<file path="config.mk">
export PLATFORM = sky130hd
export DESIGN_NAME = qdec_cabac_bin_arb
export DESIGN_NICKNAME = d
export VERILOG_FILES = /design/src/rtl/qdec_cabac_bin_arb_pkg.sv /design/src/rtl/qdec_cabac_bin_arb_rr_pick.sv /design/src/rtl/qdec_cabac_bin_arb.sv
export SDC_FILE = /design/constraint.sdc
export NUM_CORES = 1
export LEC_CHECK = 0
export CAP_MARGIN = 20
export CORE_UTILIZATION = 39
export DETAILED_ROUTE_END_ITERATION = 8
export GPL_TIMING_DRIVEN = 1
export PLACE_DENSITY = 0.86
export REMOVE_ABC_BUFFERS = 1
export SLEW_MARGIN = 20
export SYNTH_ARGS = -nofsm -noshare
export SYNTH_HDL_FRONTEND = slang
export SYNTH_SLANG_ARGS = --single-unit
export TNS_END_PERCENT = 30
</file>
<file path="constraint.sdc">
create_clock -name clk -period 3.4 [get_ports clk]
set_input_delay 0.68 -clock clk [delete_from_list [all_inputs] [get_ports clk]]
set_output_delay 0.68 -clock clk [all_outputs]
set_load 0.01 [all_outputs]
</file>
<file path="src/rtl/qdec_cabac_bin_arb_pkg.sv">
// ---------------------------------------------------------------------------
// qdec_cabac_package
// Shared types and constants for the CABAC bin-engine arbiter and the
// syntax sub-FSMs that request the engine.
//   t_state_arb : arbiter FSM state encoding
//   REQ_*       : requester index of each syntax sub-FSM
// ---------------------------------------------------------------------------
package qdec_cabac_package;

    typedef enum logic [1:0] {
        IDLE_ARB  = 2'd0,
        GRANT_ARB = 2'd1,
        DRAIN_ARB = 2'd2
    } t_state_arb;

    localparam int REQ_CU  = 0;
    localparam int REQ_DQP = 1;
    localparam int REQ_TU  = 2;
    localparam int REQ_RES = 3;

endpackage

</file>
<file path="src/rtl/qdec_cabac_bin_arb_rr_pick.sv">
// ---------------------------------------------------------------------------
// qdec_rr_pick
// Combinational round-robin picker: returns the first set request searching
// upward from rr_ptr_i, wrapping at NUM_REQ.
//   req_i    : request vector
//   rr_ptr_i : index of the highest-priority requester
//   pick_o   : one-hot pick, all zero when no request is set
// ---------------------------------------------------------------------------
module qdec_rr_pick #(
    parameter int NUM_REQ = 4,
    parameter int PTR_W   = (NUM_REQ > 1) ? $clog2(NUM_REQ) : 1
) (
    input  logic [NUM_REQ-1:0] req_i,
    input  logic [PTR_W-1:0]   rr_ptr_i,
    output logic [NUM_REQ-1:0] pick_o
);

    always_comb begin
        logic             found;
        logic [PTR_W-1:0] idx;
        pick_o = '0;
        found  = 1'b0;
        idx    = '0;
        for (int i = 0; i < NUM_REQ; i++) begin
            idx = PTR_W'((int'(rr_ptr_i) + i) % NUM_REQ);
            if (!found && req_i[idx]) begin
                pick_o[idx] = 1'b1;
                found       = 1'b1;
            end
        end
    end

endmodule

</file>
<file path="src/rtl/qdec_cabac_bin_arb.sv">
// ---------------------------------------------------------------------------
// qdec_cabac_bin_arb
// Round-robin arbiter sharing one CABAC bin-decoding engine among the syntax
// sub-FSMs (CU, DQP, TU, residual). The owner's context address / run / EP
// signals are muxed to the engine; returned bins are routed back to the
// owner. A grant is held until release_i and until every in-flight bin of the
// owner has returned.
//   clk, rst_n       : clock, synchronous active-low reset
//   req_i            : per-requester request (held for the element)
//   release_i        : per-requester end-of-element pulse
//   ctx_addr_i       : packed per-requester context addresses
//   ctx_addr_vld_i   : per-requester context address valid
//   dec_run_i        : per-requester decode start
//   EPMode_i         : per-requester bypass mode
//   grant_o          : registered one-hot grant
//   ctx_addr_o/_vld_o, dec_run_o, EPMode_o : muxed engine controls
//   dec_rdy          : engine ready
//   ruiBin, ruiBin_vld : engine bin result
//   ruiBin_vld_o     : bin valid routed to the owner
//   ruiBin_o         : bin value
//   arb_err          : sticky protocol error
// ---------------------------------------------------------------------------
module qdec_cabac_bin_arb
    import qdec_cabac_package::*;
#(
    parameter int NUM_REQ   = 4,
    parameter int CTX_AW    = 10,
    parameter int MAX_OUTST = 4
) (
    input  logic                      clk,
    input  logic                      rst_n,
    input  logic [NUM_REQ-1:0]        req_i,
    input  logic [NUM_REQ-1:0]        release_i,
    input  logic [NUM_REQ*CTX_AW-1:0] ctx_addr_i,
    input  logic [NUM_REQ-1:0]        ctx_addr_vld_i,
    input  logic [NUM_REQ-1:0]        dec_run_i,
    input  logic [NUM_REQ-1:0]        EPMode_i,
    output logic [NUM_REQ-1:0]        grant_o,
    output logic [CTX_AW-1:0]         ctx_addr_o,
    output logic                      ctx_addr_vld_o,
    output logic                      dec_run_o,
    output logic                      EPMode_o,
    input  logic                      dec_rdy,
    input  logic                      ruiBin,
    input  logic                      ruiBin_vld,
    output logic [NUM_REQ-1:0]        ruiBin_vld_o,
    output logic                      ruiBin_o,
    output logic                      arb_err
);

    localparam int PTR_W = (NUM_REQ > 1) ? $clog2(NUM_REQ) : 1;
    localparam int OW    = $clog2(MAX_OUTST) + 1;

    t_state_arb         state_q;
    logic [NUM_REQ-1:0] grant_q;
    logic [PTR_W-1:0]   rr_ptr_q;
    logic [OW-1:0]      outst_q;
    logic [OW-1:0]      outst_d;
    logic               arb_err_q;

    logic [NUM_REQ-1:0] pick;
    logic [PTR_W-1:0]   owner;
    logic [PTR_W-1:0]   rr_next;
    logic [CTX_AW-1:0]  ctx_arr [NUM_REQ];
    logic               in_grant;
    logic               in_drain;
    logic               full;
    logic               empty;
    logic               own_run;
    logic               run_fwd;
    logic               bin_ok;
    logic               owner_rel;
    logic               err_set;

    qdec_rr_pick #(
        .NUM_REQ (NUM_REQ),
        .PTR_W   (PTR_W)
    ) u_rr_pick (
        .req_i    (req_i),
        .rr_ptr_i (rr_ptr_q),
        .pick_o   (pick)
    );

    always_comb begin
        owner = '0;
        for (int i = 0; i < NUM_REQ; i++) begin
            if (grant_q[i]) owner = PTR_W'(i);
        end
        for (int i = 0; i < NUM_REQ; i++) begin
            ctx_arr[i] = ctx_addr_i[i*CTX_AW +: CTX_AW];
        end
    end

    always_comb begin
        in_grant  = (state_q == GRANT_ARB);
        in_drain  = (state_q == DRAIN_ARB);
        full      = (outst_q == OW'(MAX_OUTST));
        empty     = (outst_q == '0);
        own_run   = in_grant & dec_run_i[owner];
        // Runs are never queued: a stalled or over-limit run is simply lost.
        run_fwd   = own_run & dec_rdy & ~full;
        // A bin with nothing outstanding has no owner to go to.
        bin_ok    = ruiBin_vld & ~empty;
        owner_rel = in_grant & release_i[owner];
        rr_next   = PTR_W'((int'(owner) + 1) % NUM_REQ);
        outst_d   = outst_q + {{(OW-1){1'b0}}, run_fwd} - {{(OW-1){1'b0}}, bin_ok};

        // grant_q is zero in IDLE, so any traffic there counts as non-owner.
        err_set   = (ruiBin_vld & empty)
                  | (own_run & ~dec_rdy)
                  | (own_run & full)
                  | (|((dec_run_i | ctx_addr_vld_i | release_i) & ~grant_q));

        ctx_addr_o     = in_grant ? ctx_arr[owner] : '0;
        ctx_addr_vld_o = in_grant & ctx_addr_vld_i[owner];
        EPMode_o       = in_grant & EPMode_i[owner];
        dec_run_o      = run_fwd;
        ruiBin_vld_o   = bin_ok ? grant_q : '0;
        ruiBin_o       = ruiBin;
        grant_o        = grant_q;
        arb_err        = arb_err_q;
    end

    always_ff @(posedge clk) begin
        if (!rst_n) begin
            state_q   <= IDLE_ARB;
            grant_q   <= '0;
            rr_ptr_q  <= '0;
            outst_q   <= '0;
            arb_err_q <= 1'b0;
        end else begin
            outst_q <= outst_d;
            if (err_set) arb_err_q <= 1'b1;
            case (state_q)
                IDLE_ARB: begin
                    if (|req_i) begin
                        grant_q <= pick;
                        state_q <= GRANT_ARB;
                    end
                end
                GRANT_ARB: begin
                    if (owner_rel) begin
                        if (outst_d == '0) begin
                            grant_q  <= '0;
                            rr_ptr_q <= rr_next;
                            state_q  <= IDLE_ARB;
                        end else begin
                            state_q  <= DRAIN_ARB;
                        end
                    end
                end
                DRAIN_ARB: begin
                    if (outst_d == '0) begin
                        grant_q  <= '0;
                        rr_ptr_q <= rr_next;
                        state_q  <= IDLE_ARB;
                    end
                end
                default: begin
                    grant_q <= '0;
                    state_q <= IDLE_ARB;
                end
            endcase
        end
    end

endmodule

</file>
# Word level (Yosys, flattened, before mapping)
# Cells that the tools add are included.
[word_totals] mem_bits_ro=0 latch_bits=0 memories=0 wordCells=121 inputBits=65 ram_bits=0 regBits=12
[op_classes] div=0 addsub=6 reduce_logical=19 shifts=0 bitwise=24 order_cmp=10 n_mux=51 multipliers=0 eq_ne=6
[op_table] cell="$mux W4" n=8
[op_table] cell="$mux W10" n=3
[op_table] cell="$bmux W10 S2" n=1
[op_table] cell="$or A4 B4 Y4" n=5
[op_table] cell="$bmux W1 S2" n=8
[op_table] cell="$mux W1" n=16
[op_table] cell="$mux W2" n=8
[op_table] cell="$lt A2 B3 Y1 const B" n=5
[op_table] cell="$pmux W4 S3" n=1
[op_table] cell="$and A1 B1 Y1" n=10
[op_table] cell="$demux W1 S2" n=4
[op_table] cell="$ge A2 B1 Y1 const B" n=4
[op_table] cell="$reduce_or A4 Y1" n=2
[op_table] cell="$logic_and A1 B1 Y1" n=7
[op_table] cell="$logic_not A3 Y1" n=2
[op_table] cell="$pmux W2 S3" n=1
[op_table] cell="$add A2 B1 Y2 const B" n=2
[op_table] cell="$add A2 B2 Y2 const B" n=2
[op_table] cell="$and A4 B4 Y4" n=1
[op_table] cell="$ne A2 B1 Y1 const B" n=2
[op_table] cell="$not A4 Y4" n=1
[op_table] cell="$pmux W2 S2" n=1
[op_table] cell="$reduce_and A2 Y1" n=2
[op_table] cell="$add A3 B1 Y3" n=1
[op_table] cell="other kinds (13)" n=19

# Longest topological paths before layout
[logic_depth] ltp_word=14 ltp_mapped=13

# Cells and area by module
# From an unflattened synthesis, not the netlist that was laid out.
[unflattened] cells_unflattened=198 area_unflattened_um2=1610.3
[by_module_without_submodules] mod="qdec_cabac_bin_arb" seq_area_each_um2=240.2 area_each_um2=1272.5 cells_each=162 n_inst=1
[by_module_without_submodules] mod="qdec_rr_pick" seq_area_each_um2=0.0 area_each_um2=337.8 cells_each=36 n_inst=1

# Worst setup path after synthesis
# Ideal clock, no wire load.
[synth_path] path_type="in2reg" start="input dec_run_i[1]" end="register grant_q[3] (netlist: grant_o[3])" setup_slack_ns=0.333 setup_time_ns=0.122 stages=11 required_ns=3.278 t_arrival_ns=2.946 path_buffers=0 path_cell_list="mux2i_1 > o21ai_0 > mux2_2 > nand2_1 > nor2_1 > ha_1 > fa_1 > xnor3_1 > o31ai_4 > a31oi_1 > a221o_1"
[synth_via] elab_chain_len=11
[synth_lines] element="start, declared" line_no="qdec_cabac_bin_arb.sv:36" rtl="input logic [NUM_REQ-1:0] dec_run_i,"
[synth_lines] element="$bmux W1 S2 (*)" line_no="qdec_cabac_bin_arb.sv:99" rtl="own_run = in_grant & dec_run_i[owner];"
[synth_lines] element="$mux W1 (not written as such) (*)" line_no="qdec_cabac_bin_arb.sv:99"
[synth_lines] element="$and A1 B1 Y1 (*)" line_no="qdec_cabac_bin_arb.sv:99"
[synth_lines] element="$and A1 B1 Y1 (*) (2 in series)" line_no="qdec_cabac_bin_arb.sv:101" rtl="run_fwd = own_run & dec_rdy & ~full;"
[synth_lines] element="net dec_run_o" line_no="qdec_cabac_bin_arb.sv:41" rtl="output logic dec_run_o,"
[synth_lines] element="$add A3 B1 Y3 (*)" line_no="qdec_cabac_bin_arb.sv:106" rtl="outst_d = outst_q + {{(OW-1){1'b0}}, run_fwd} - {{(OW-1){1'b0}}, bin_ok};"
[synth_lines] element="$sub A3 B1 Y3 (*)" line_no="qdec_cabac_bin_arb.sv:106"
[synth_lines] element="$logic_not A3 Y1 (*)" line_no="qdec_cabac_bin_arb.sv:143, qdec_cabac_bin_arb.sv:153"
[synth_lines] element="$mux W4 (*)"
[synth_lines] element="$mux W4"
[synth_lines] element="$pmux W4 S3 (*)"
[synth_lines] element="end signal, assigned" line_no="qdec_cabac_bin_arb.sv:137" rtl="grant_q <= pick;"
[synth_lines] element="end, declared" line_no="qdec_cabac_bin_arb.sv:55" rtl="logic [NUM_REQ-1:0] grant_q;"
# The timed path passes the listed nets; every way through them passes the cells marked *. The select of a mux whose other input is x is not followed.
# A chain may end at the register's enable or synchronous reset.

# Worst setup path in the final report
[layout_path] start="input dec_run_i[1]" end="register grant_q[2] (netlist: grant_o[2])"
[layout_via] elab_chain_len=11
[layout_lines] element="$bmux W1 S2 (*)" line_no="qdec_cabac_bin_arb.sv:99"
[layout_lines] element="$mux W1 (not written as such) (*)" line_no="qdec_cabac_bin_arb.sv:99"
[layout_lines] element="$and A1 B1 Y1 (*)" line_no="qdec_cabac_bin_arb.sv:99"
[layout_lines] element="$and A1 B1 Y1 (*) (2 in series)" line_no="qdec_cabac_bin_arb.sv:101"
[layout_lines] element="$add A3 B1 Y3 (*)" line_no="qdec_cabac_bin_arb.sv:106"
[layout_lines] element="$sub A3 B1 Y3 (*)" line_no="qdec_cabac_bin_arb.sv:106"
[layout_lines] element="$logic_not A3 Y1 (*)" line_no="qdec_cabac_bin_arb.sv:143, qdec_cabac_bin_arb.sv:153"
[layout_lines] element="$mux W4 (*)"
[layout_lines] element="$mux W4"
[layout_lines] element="$pmux W4 S3 (*)"
# Every way passes the cells marked *; elsewhere a longest branch is shown, timed or not. The select of a mux whose other input is x is not followed.

==> impl_metrics.tcl <==
set metrics [dict create \
    status "complete, no violations" \
    grt_pass1_wl_mm 7.38 \
    worstSetupStartpointType "input pin" \
    syn_to_final_growth_pct 61.3 \
    drc 0 \
    comb_power_share_pct 75.1 \
    drt_pre_antenna_iters 6 \
    ant_nets 0 \
    cts_tree "yes" \
    worstSkewPairLatency_ns 0.25 \
    syn_area_mm2 0.00160 \
    maxSlewViolCount 0 \
    required_ns 3.53 \
    min_period_over_period_pct 96.1 \
    maxCapViolations 0 \
    crit_slowest_cell "clkdlybuf4s50_1" \
    async_flop_share_pct 0 \
    synthTopCellsByArea "dfxtp_1 15%, mux2i_1 13%, ha_1 8.6%, and2_1 7.0%, o21ai_0 5.3%" \
    hold_slack_ns 0.530 \
    met1_length_mm 1.99 \
    r2r_slack_ns 0.59 \
    post-route-util_pct 67.9 \
    rr_endpoint "grant_o[2]" \
    netlist_instances 209 \
    grt_util_all_layers_pct 22.1 \
    power_mw 1.54 \
    grt_pass1_vias 1650 \
    cts_buffer_depth 2 \
    clock-sinks 12 \
    final_common_cell "clkdlybuf4s50_1" \
    first_iter_violations 39 \
    powerDensity_mw_per_mm2 598 \
    power.share.clock_pct 10.2 \
    p_sw_uw 661 \
    grt_antenna_before_repair 0 \
    wl_met3_um 422 \
    hold_end "state_q[1]" \
    n_antenna_cell 0 \
    worstSetupPathType "input pin to flop" \
    worstHoldStart "state_q[1]" \
    power.internal_uw 880 \
    max_stage_delay_ns 0.44 \
    synth_flop_cell "dfxtp_1" \
    power_leakage_nw 0.954 \
    critical_path_arrival_ns 3.40 \
    cp_max_fo 4 \
    drive_gt1_share_pct 8.16 \
    ys_warn_count 0 \
    crit_chain "clkdlybuf4s50_1 > mux2i_1 > o21ai_1 > mux2_2 > nand2_1 > nor2_1 > ha_1 > fa_2 > xnor3_2 > o31ai_4 > a31oi_4 > a221o_1" \
    nets 372 \
    yosysSeqAreaShare_pct 15.0 \
    reg2reg_depth 10 \
    routed_wirelength_mm 4.95 \
    cts.clk_slew.worst_paths_ns 0.05 \
    period_needed_ns 3.27 \
    avgRoutedWirePerCell_um 14.5 \
    setup_viol 0 \
    portBuffers 85 \
    fp.dieW_um 66.0 \
    swShare_pct 42.9 \
    overflow 0 \
    finalWeightedCongestion 0.828 \
    grt_max_degree 34 \
    slew_headroom_pct 69.3 \
    cts-root-buf "clkbuf_8" \
    io_pins 88 \
    pwr-share-seq_pct 14.7 \
    ctsHoldBuffers 0 \
    synth_top_cell_area_share_pct 15.0 \
    yosys.area.top_type "dfxtp_1" \
    ir_drop_v 0.000490 \
    numCtsBuffers 3 \
    hold-path-cell-count 2 \
    hpwlAfterDp_mm 3.77 \
    synth_cell_types 41 \
    synth-seq-cells 12 \
    synth_edf_count 0 \
    fmax_mhz 306 \
    r2r-start "grant_o[2]" \
    syn_avg_cell_area_um2 7.64 \
    wl_met2_mm 2.47 \
    worst_hold_path_type "flop to flop" \
    row_count 22 \
    layout_common_cells "85 x clkdlybuf4s50_1, 22 x nand2_1, 20 x mux2i_1" \
    fin_skew_ns 0.00312 \
    vias 1790 \
    initial_core_util_pct 42.1 \
    cts_max_level 1 \
    vias_per_cell 5.23 \
    top_layer "met4" \
    dieArea_mm2 0.00436 \
    endpoint_kind "flop" \
    core_area_mm2 0.00380 \
    hold_viol 0 \
    worst_slew_pin_slew_ns 0.459 \
    fp.dieH_um 66.0 \
]
## layout make-up
class	count	area (µm²)
Clock buffer	4	55.1
Multi-Input combinational cell	175	1280
Inverter	11	41.3
Timing Repair Buffer	92	903
Fill cell	303	1220
Tap cell	48	60.1
Sequential cell	12	240
## synth_stat cells, drive strengths merged, types with 4 or more instances
library cell / instances
nor2: 20
buf: 6
ha: 11
nand2: 22
a21oi: 15
inv: 11
nand3b: 6
a221o: 4
clkbuf: 5
and2: 19
o21ai: 17
mux2i: 20
a31oi: 5
dfxtp: 12
nor3: 7
## layer usage
metal / GRT usage (%) / vias up
met5: 0 / -
met1: 23.4 / 801
met2: 43.4 / 67
met3: 3.97 / 7
li1: - / 915
met4: 6.38 / 0
## per-stage QoR
| step | cell area (µm²) | setup slack, ns | setup TNS, ns | instances |
|---|---|---|---|---|
| 2_1_floorplan | 1540 | -0.00456 | -0.0176 | 198 |
| 3_3_place_gp | 2500 | -0.216 | -1.57 | 338 |
| 3_5_place_dp | 2500 | -0.286 | -2.01 | 338 |
| 4_1_cts | 2560 | -0.00566 | -0.00684 | 342 |
| 5_1_grt | 2580 | -0.0317 | -0.108 | 342 |
| 6_report | 2580 | 0.131 | 0 | 342 |
## power by group through the flow
stage	registers (mW)	clock network (mW)	logic, mW
2_1_floorplan	0.277	0	0.637
3_3_place_gp	0.228	0	1.08
3_5_place_dp	0.229	0	1.10
4_1_cts	0.226	0.159	1.12
5_1_grt	0.233	0.167	1.26
6_report	0.226	0.157	1.16
## repair_timing
item / CTS / global route
setup endpoints to repair: 6 / 8
pin swaps: 0 / 4
gates resized for setup: 2 / 4
setup buffers: 0 / 0
## registers in the layout (all words and copies together) (netlist names)
name	flops
outst_q	3
grant_o	4
arb_err	1
rr_ptr_q	2
state_q	2
## worst max-delay path by stage
stage	startpoint	end	cells past startpoint
6_report	dec_run_i[1]	grant_o[2]	12
5_1_grt	dec_run_i[1]	grant_o[3]	13
4_1_cts	dec_run_i[1]	rr_ptr_q[1]	13
3_3_place_gp	dec_run_i[1]	grant_o[1]	12
2_1_floorplan	grant_o[1]	grant_o[2]	11
3_5_place_dp	dec_run_i[1]	grant_o[2]	12
## cell families (layout without fill, tap and decap cells)
family                   after synthesis  after routing  share of synthesized area [%]
adder cells (fa/ha/maj)               12             12                           9.87
XOR/XNOR                               1              1                           1.41
flip-flops                            12             12                           15.0
multiplexers                          22             22                           14.6
AND/OR/NAND/NOR                       87             87                           29.7
buffers and inverters                 22            107                           6.50
AO/OA/AOI/OAI                         53             53                           22.9
## worst max-delay path, delay by kind of cell
kind,cells,cell delay [ns]
AND/OR/NAND/NOR,2,0.12
AO/OA/AOI/OAI,4,0.89
adder cells (fa/ha/maj),2,0.53
multiplexers,2,0.45
buffers and inverters,1,0.44
XOR/XNOR,1,0.29
Note: power is estimated with default switching activity, not from simulation.
